## config.mk

```make
export PLATFORM = sky130hd
export DESIGN_NAME = decoder_sweep_ctrl
export DESIGN_NICKNAME = d
export VERILOG_FILES = /design/src/rtl/decoder_sweep_pkg.sv /design/src/rtl/sweep_checker.sv /design/src/rtl/decoder_sweep_ctrl.sv
export SDC_FILE = /design/constraint.sdc
export NUM_CORES = 1
export LEC_CHECK = 0
export CORE_ASPECT_RATIO = 1.25
export CORE_MARGIN = 2
export CORE_UTILIZATION = 45
export CTS_BUF_LIST = sky130_fd_sc_hd__clkbuf_16
export DETAILED_ROUTE_END_ITERATION = 12
export GPL_ROUTABILITY_DRIVEN = 0
export PLACE_DENSITY = 0.74
export SLEW_MARGIN = 25
export SYNTH_ARGS = -nofsm -noshare
export SYNTH_HDL_FRONTEND = slang
export SYNTH_SLANG_ARGS = --single-unit
```

## constraint.sdc

```tcl
create_clock -name clk -period 4.1 [get_ports clk]
set_input_delay 0.82 -clock clk [delete_from_list [all_inputs] [get_ports clk]]
set_output_delay 0.82 -clock clk [all_outputs]
set_load 0.02 [all_outputs]
```

## src/rtl/decoder_sweep_pkg.sv

```systemverilog
// Shared state encoding and golden truth-table constants for the decoder sweep sequencer.
package decoder_sweep_pkg;

  localparam int unsigned NUM_VEC = 32;

  // Golden F of (AB' + A'B)(C + D'); bit i is ABCD = i.
  localparam logic [15:0] GOLD_EN0_DEF = 16'h0000;
  localparam logic [15:0] GOLD_EN1_DEF = 16'h0DD0;

  typedef enum logic [2:0] {
    IDLE   = 3'd0,
    DRIVE  = 3'd1,
    SETTLE = 3'd2,
    SAMPLE = 3'd3,
    DONE   = 3'd4
  } sweep_state_t;

endpackage

```

## src/rtl/sweep_checker.sv

```systemverilog
// Compares each sampled F against the golden table and keeps the result word,
// the mismatch count and the first failing vector index.
module sweep_checker
  import decoder_sweep_pkg::*;
#(
  parameter logic [15:0] GOLD_EN0 = GOLD_EN0_DEF,
  parameter logic [15:0] GOLD_EN1 = GOLD_EN1_DEF
) (
  input  logic        clk,
  input  logic        rst_n,
  input  logic        clear,
  input  logic        sample_en,
  input  logic [4:0]  vec,
  input  logic        f_i,
  output logic [31:0] result,
  output logic [5:0]  mismatch_cnt,
  output logic [4:0]  first_fail_idx,
  output logic        fail_valid
);

  // Indexed by {en, abcd}, matching the layout of result.
  localparam logic [31:0] GOLD = {GOLD_EN1, GOLD_EN0};

  logic miss;
  assign miss = sample_en && (f_i != GOLD[vec]);

  always_ff @(posedge clk or negedge rst_n) begin
    if (!rst_n) begin
      result         <= '0;
      mismatch_cnt   <= '0;
      first_fail_idx <= '0;
      fail_valid     <= 1'b0;
    end else if (clear) begin
      result         <= '0;
      mismatch_cnt   <= '0;
      first_fail_idx <= '0;
      fail_valid     <= 1'b0;
    end else if (sample_en) begin
      result[vec] <= f_i;
      if (miss) begin
        mismatch_cnt <= mismatch_cnt + 6'd1;
        if (!fail_valid) begin
          first_fail_idx <= vec;
          fail_valid     <= 1'b1;
        end
      end
    end
  end

endmodule

```

## src/rtl/decoder_sweep_ctrl.sv

```systemverilog
// Sweeps en/ABCD through all 32 vectors of the decoder-based F unit, samples F after a
// programmable settle time and reports the truth table against golden masks.
module decoder_sweep_ctrl
  import decoder_sweep_pkg::*;
#(
  parameter int unsigned SETTLE_CYC = 2,  // legal range 1..15
  parameter logic [15:0] GOLD_EN0   = GOLD_EN0_DEF,
  parameter logic [15:0] GOLD_EN1   = GOLD_EN1_DEF
) (
  input  logic        clk,
  input  logic        rst_n,
  input  logic        start,
  input  logic        abort,
  input  logic        f_i,
  output logic        en_o,
  output logic [3:0]  abcd_o,
  output logic        busy,
  output logic        done,
  output logic        pass,
  output logic        aborted,
  output logic [31:0] result,
  output logic [5:0]  mismatch_cnt,
  output logic [4:0]  first_fail_idx,
  output logic        fail_valid,
  output logic [2:0]  state_dbg
);

  // Handshake: start is honoured only in IDLE (abort in the same cycle wins); busy is
  // high through DRIVE/SETTLE/SAMPLE; done pulses for the single DONE cycle, after
  // which every status output holds until the next accepted start.

  localparam logic [3:0] SETTLE_LOAD = 4'(SETTLE_CYC - 1);
  localparam logic [4:0] LAST_VEC    = 5'(NUM_VEC - 1);

  sweep_state_t state_q, state_d;
  logic [4:0]   vec_q, vec_d;
  logic [3:0]   settle_q, settle_d;
  logic [4:0]   drive_q, drive_d;
  logic         pass_q, pass_d;
  logic         aborted_q, aborted_d;
  logic         clear;
  logic         sample_en;

  always_ff @(posedge clk or negedge rst_n) begin
    if (!rst_n) begin
      state_q   <= IDLE;
      vec_q     <= '0;
      settle_q  <= '0;
      drive_q   <= '0;
      pass_q    <= 1'b0;
      aborted_q <= 1'b0;
    end else begin
      state_q   <= state_d;
      vec_q     <= vec_d;
      settle_q  <= settle_d;
      drive_q   <= drive_d;
      pass_q    <= pass_d;
      aborted_q <= aborted_d;
    end
  end

  always_comb begin
    state_d   = state_q;
    vec_d     = vec_q;
    settle_d  = settle_q;
    drive_d   = drive_q;
    pass_d    = pass_q;
    aborted_d = aborted_q;
    clear     = 1'b0;
    sample_en = 1'b0;

    case (state_q)
      IDLE: begin
        drive_d = '0;
        if (start && !abort) begin
          clear     = 1'b1;
          vec_d     = '0;
          pass_d    = 1'b0;
          aborted_d = 1'b0;
          state_d   = DRIVE;
        end
      end
      DRIVE: begin
        settle_d = SETTLE_LOAD;
        state_d  = SETTLE;
      end
      SETTLE: begin
        if (settle_q == 4'd0) state_d = SAMPLE;
        else                  settle_d = settle_q - 4'd1;
      end
      SAMPLE: begin
        sample_en = 1'b1;
        if (vec_q == LAST_VEC) begin
          drive_d = '0;
          state_d = DONE;
        end else begin
          // The next vector is registered now so it is already on the pins during DRIVE.
          vec_d   = vec_q + 5'd1;
          drive_d = vec_q + 5'd1;
          state_d = DRIVE;
        end
      end
      DONE: begin
        // mismatch_cnt already holds the last SAMPLE update by this cycle.
        pass_d  = (mismatch_cnt == 6'd0) && !aborted_q;
        state_d = IDLE;
      end
      default: state_d = IDLE;
    endcase

    // Abort overrides the active states; a SAMPLE cut short records nothing.
    if (abort && (state_q == DRIVE || state_q == SETTLE || state_q == SAMPLE)) begin
      sample_en = 1'b0;
      vec_d     = vec_q;
      drive_d   = '0;
      aborted_d = 1'b1;
      pass_d    = 1'b0;
      state_d   = DONE;
    end
  end

  sweep_checker #(
    .GOLD_EN0 (GOLD_EN0),
    .GOLD_EN1 (GOLD_EN1)
  ) u_checker (
    .clk            (clk),
    .rst_n          (rst_n),
    .clear          (clear),
    .sample_en      (sample_en),
    .vec            (vec_q),
    .f_i            (f_i),
    .result         (result),
    .mismatch_cnt   (mismatch_cnt),
    .first_fail_idx (first_fail_idx),
    .fail_valid     (fail_valid)
  );

  assign {en_o, abcd_o} = drive_q;
  assign busy      = (state_q == DRIVE) || (state_q == SETTLE) || (state_q == SAMPLE);
  assign done      = (state_q == DONE);
  assign pass      = pass_q;
  assign aborted   = aborted_q;
  assign state_dbg = state_q;

endmodule
```

# --- After elaboration in Yosys (flattened, before gate mapping) ---
# Memory sizes are Yosys's and may differ from the RTL's.
# Cells that the tools add are included.
word_totals:
  memories: 1
  wordCells: 94
  output_inout_bits: 56
  in_bits: 5
  romBits: 32
  reg_bits: 63
classes:
  reduce_logical: 27
  eq_ne: 12
  add_sub_neg: 3
  order_cmp: 2
  bitwise: 1
  muxes: 38
memory_table:
  columns: ["name", "words", "word_bits", "read_ports", "rd_ports_with_merged_regs", "write_ports", "line", "source"]
  rows:
  - ["(name not given)", 32, 1, 1, 0, 0, "sweep_checker.sv:25", "assign miss = sample_en && (f_i != GOLD[vec]);"]
op_table:
  columns: ["operator", "count"]
  rows:
  - ["32-bit two-way mux", 2]
  - ["5-bit two-way mux", 8]
  - ["32-bit bitwise mux", 1]
  - ["5-bit case mux with 2 select lines", 2]
  - ["6-bit two-way mux", 3]
  - ["1-bit two-way mux", 13]
  - ["3-bit two-way mux", 4]
  - ["3-bit case mux with 4 select lines", 1]
  - ["2-bit nonzero test", 6]
  - ["2-bit AND reduction", 5]
  - ["2-bit inequality test, second input constant", 4]
  - ["4-bit case mux with 2 select lines", 1]
  - ["6-bit by 1-bit adder with 6-bit output, second input constant", 1]
  - ["3-bit by 2-bit == test with 1-bit output, second input constant", 2]
  - ["6-bit logical NOT", 1]
  - ["5-bit by 6-bit < comparator with 1-bit output, second input constant", 1]
  - ["3-bit nonzero test", 2]
  - ["5-bit by 1-bit adder with 5-bit output, second input constant", 1]
  - ["1-bit demux with 5-bit select", 1]
  - ["5-bit == test, second input constant", 1]
  - ["5-bit by 1-bit greater-or-equal comparator with 1-bit output, second input constant", 1]
  - ["1-bit logical AND", 5]
  - ["4-bit logical NOT", 1]
  - ["4-bit two-way mux", 1]
  - ["other kinds (13)", 15]

# --- Longest topological paths before layout ---
logic_depth:
  depth_word: 9
  depth_mapped: 8

# --- Hierarchy ---
# Synthesis repeated with hierarchy kept, for this count alone.
hier_totals:
  cells_unflattened: 371
  hier_area_um2: 3358.2
modules_own_cells:
  columns: ["module", "n_inst", "cells_per_inst", "area_per_inst_um2", "seq_area_each_um2"]
  rows:
  - ["sweep_checker", 1, 265, 2343.5, 1101.1]
  - ["decoder_sweep_ctrl", 1, 106, 1014.7, 475.5]

# --- Least setup slack after synthesis ---
# No wires, ideal clock.
synth_timing:
  path_type: "input-to-reg"
  start: "in abort"
  end: "reg u_checker.first_fail_idx[0]"
  cell_stages: 6
  setup_ns: 0.123
  t_arrival_ns: 2.097
  slack_ns: 1.880
  n_path_buf: 2
  path_cell_list: "buf_6 > nand4bb_4 > or4_4 > a21o_1 > buf_6 > mux2i_1"
synth_via:
  elab_chain_len: 6
synth_rtl:
  columns: ["element", "line", "source"]
  rows:
  - ["from (decl)", "decoder_sweep_ctrl.sv:13", "input logic abort,"]
  - ["1-bit logical NOT", "decoder_sweep_ctrl.sv:75", "if (start && !abort) begin"]
  - ["1-bit logical AND", "decoder_sweep_ctrl.sv:75", null]
  - ["1-bit two-way mux", "decoder_sweep_ctrl.sv:75", null]
  - ["1-bit two-way mux", "decoder_sweep_ctrl.sv:72", "case (state_q)"]
  - ["2-bit inequality test (no line) or 2-bit nonzero test (tied branches)", null, null]
  - ["3-bit AND reduction (no line)", null, null]
  - ["to (signal assigned)", "sweep_checker.sv:43", "first_fail_idx <= vec;"]
  - ["to (decl)", "sweep_checker.sv:17", "output logic [4:0] first_fail_idx,"]
# Parallel ways exist; a longest one is shown, timed or not.
# A chain may end at the register's enable or synchronous reset.

# --- Worst setup path after layout ---
layout_timing:
  start: "reg state_q[0], in the netlist state_dbg[0]"
  end: "out done"
layout_via:
  elab_chain_len: 1
layout_rtl:
  columns: ["element", "line", "source"]
  rows:
  - ["from (decl)", "decoder_sweep_ctrl.sv:35", "sweep_state_t state_q, state_d;"]
  - ["from (signal assigned)", "decoder_sweep_ctrl.sv:53", "state_q <= state_d;"]
  - ["3-bit == test", "decoder_sweep_ctrl.sv:140", "assign done = (state_q == DONE);"]
  - ["to (decl)", "decoder_sweep_ctrl.sv:18", "output logic done,"]
# No other way between the ends.

==> results.toml <==
[worst_setup_path]
crit_required_ns = 3.28
critPathKind = "flip-flop to primary output"
crit-reg2reg-launch = "vec_q[0]$_DFFE_PN0P_"
worst-endpoint-arrival_ns = 1.89
critPathMaxFanout = 15
beginning_of_the_critical_path = "state_dbg[0]$_DFFE_PN0P_"
timing.critical_path.from_type = "flip-flop"
end_kind = "primary output"

[power]
irDropWorstVdd_v = 0.0002870
cellInternalPower_w = 0.001240
power_switching_share_pct = 32.46
seq_power_share_pct = 41.5
p_leak_nw = 2.062
power_density_nw_per_um2 = 449.6
p_clk_share_pct = 34.6
power.combinational.fraction_pct = 23.9
total_net_switching_power_w = 0.0005962

[sta]
finalCriticalPeriod_ns = 2.707
fmax_mhz = 369.4
finalCritPeriodShare_pct = 66.03
rsz0062_at_grt = "no"
total_of_endpoints_with_negative_setup_slack_in_the_final_report = 0
skew_ns = 0.004955
timing_max_transition_violations_final = 0
tns_ns = 0
worst_slew_pin_slew_ns = 0.7770
timing.hold.ws_ns = 0.4806
worst_slew_margin_rel_pct = 48.20
hold_violations = 0

[yosys]
ys_ff_latch = 63
post_synth_inst_count = 327
synthesis.nets = 341
yosysTopAreaCellShare_pct = 49.05
synth.top_cells.by_count = "sky130_fd_sc_hd__dfrtp_1, sky130_fd_sc_hd__nor2_1, sky130_fd_sc_hd__mux2i_1"
yosys.cell_types.count = 36
post_synth_instance_area_sq_um = 3214
post_synth_arst_share_pct = 100.0
synth_area_leaders = "sky130_fd_sc_hd__dfrtp_1, sky130_fd_sc_hd__mux2i_1, sky130_fd_sc_hd__nand3_1"
synth_area_leader_cell = "sky130_fd_sc_hd__dfrtp_1"
synth-main-ff-cell = "sky130_fd_sc_hd__dfrtp_1"
synth-edff-count = 0
syn_avg_cell_area_sq_um = 9.830
yosysSeqAreaShare_pct = 49.05
post-synth-top-count-cell = "sky130_fd_sc_hd__dfrtp_1"
yosysWarnings = 0

[routing]
drc_violation_count_after_routing = 0
drt_first_pass_iters = 4
drt_wl_total_um = 7032
viasPerCell = 5.390
wl_per_cell_um = 14.99
antenna_nets_post_route = 0
detail_route.iter0.violations = 134
dr_total_vias = 2528

[status]
outcome = "completed"

[finish]
area_of_the_multi_input_gates_sq_um = 1486
syn2layout_area_growth_pct = 27.09
drive_above_1_share_pct = 5.277
fill_cells = 598
final_cell_count_no_fill = 469
num_antenna_cells = 0
final_nets = 391
layout.core_utilization_pct = 58.91
sequential_cell_area_sq_um = 1577

[min_path]
min_from = "drive_q[3]$_DFFE_PN0P_"
min_path_type = "flip-flop to flip-flop"

[die]
rows = 34
floorplan.die.height_um = 98.49
die_w_um = 79.60
die_area_sq_um = 7839
initial_utilization_pct = 46.36
design.portCount = 61
fp.coreArea_sq_um = 6934

[global_routing]
globalRoute.totalOverflow = 0
grt_start_max_net_pins = 36
first_global_vias = 2429
antenna_found_initial = 0
grt_first_pass_wirelength_um = 11670
grtUsageTotal_pct = 18.90

[cts]
clk_pin_slew_ns = 0.05
hold_buffers = 0
cts-htree-levels = 3
cell_at_the_root_of_the_clock_tree = "sky130_fd_sc_hd__clkbuf_16"
cts.repair.resized = 0
cts_tree = "built"
postCtsSetupRepairBufs = 0
cts_buffers = 9
cts.sink_count = 63
worst_skew_pair.late_latency_ns = 0.32
ctsLongestPathBuffers = 2

[place]
post-place-cells = 456
hpwlAfterDp_um = 4723
placement.io_buffers = 60

[run]
drv.max_cap_violation_count = 0
[flip-flops by register name, indices dropped and copies added (netlist names)]
| register | flops |
|---|---|
| u_checker.result | 32 |
| u_checker.mismatch_cnt | 6 |
| drive_q | 5 |
| u_checker.first_fail_idx | 5 |
| vec_q | 5 |
| settle_q | 4 |
| state_dbg | 3 |
| aborted | 1 |
| pass | 1 |
| u_checker.fail_valid | 1 |
[placed cells by master (no fill, tap or decap), types with 6 or more instances in the layout]
| master | count |
|---|---|
| sky130_fd_sc_hd__nand2_1 | 21 |
| sky130_fd_sc_hd__nor3b_1 | 6 |
| sky130_fd_sc_hd__clkdlybuf4s50_1 | 59 |
| sky130_fd_sc_hd__ha_1 | 9 |
| sky130_fd_sc_hd__o21ai_0 | 17 |
| sky130_fd_sc_hd__nor2_1 | 44 |
| sky130_fd_sc_hd__a21oi_1 | 6 |
| sky130_fd_sc_hd__mux2i_1 | 40 |
| sky130_fd_sc_hd__inv_1 | 12 |
| sky130_fd_sc_hd__dfrtp_1 | 63 |
| sky130_fd_sc_hd__clkbuf_16 | 9 |
| sky130_fd_sc_hd__nand3_1 | 38 |
[worst max-delay path, cell delays in order (launching register included)]
cell and delay [ns]:
sky130_fd_sc_hd__dfrtp_1 0.56, sky130_fd_sc_hd__nor2_1 0.21, sky130_fd_sc_hd__and2_1 0.19, sky130_fd_sc_hd__clkdlybuf4s50_1 0.61
[per-layer routing]
| layer | global-route usage, % | part of all wire [%] | wire length [um] | up-vias |
|---|---|---|---|---|
| li1 | - | - | - | 1222 |
| met1 | 26.37 | 45 | 3148 | 1241 |
| met2 | 28.96 | 50 | 3494 | 57 |
| met3 | 4.396 | 4.3 | 301 | 8 |
| met4 | 6.631 | 1.2 | 87 | 0 |
| met5 | 0 | 0 | 0 | - |
[cells by family after synthesis]
kind of cell	share of synthesized area (%)
compound gates	7.124
xor+xnor	1.635
fa+ha+maj	3.503
buf+inv	4.710
flops	49.05
mux	12.46
simple gates	21.53
[power groups by stage]
stage | Combinational (W) | Clock [W] | Sequential, W
floorplan | 0.000282 | 0 | 0.000763
finish | 0.000440 | 0.000635 | 0.000761
detailed placement | 0.000443 | 0 | 0.000770
global placement | 0.000433 | 0 | 0.000765
CTS | 0.000444 | 0.000648 | 0.000761
global route | 0.000491 | 0.000678 | 0.000774
[per-stage QoR]
step	cell area, sq um	setup slack [ns]	total power, W
after CTS	4085	1.388	0.001853
after global routing	4085	1.265	0.001943
after global placement	3842	1.301	0.001198
final	4085	1.393	0.001837
after floorplan	3214	1.880	0.001045
after detailed placement	3842	1.272	0.001214
[cell type report]
class / instances / area share, %
Tap cell: 90 / 2.757
Timing Repair Buffer: 64 / 15.31
Inverter: 11 / 1.011
Clock inverter: 4 / 0.4288
Sequential cell: 63 / 38.59
Multi-Input combinational cell: 228 / 36.39
Clock buffer: 9 / 5.513
[path summary, 6_finish.rpt]
path                       slack [ns]                                    end  cells past startpoint
setup / recovery                 1.39                                   done                      3
hold / removal                   0.48                 drive_q[3]$_DFFE_PN0P_                      1
setup reg to reg                 1.48                   vec_q[2]$_DFFE_PN0P_                      7
hold reg to reg                  0.48                 drive_q[3]$_DFFE_PN0P_                      1
max in group asynchronous        2.65        u_checker.result[7]$_DFFE_PN0P_                      2
min in group asynchronous        0.58  u_checker.mismatch_cnt[2]$_DFFE_PN0P_                      1
Note: power is estimated with default switching activity, not from simulation.
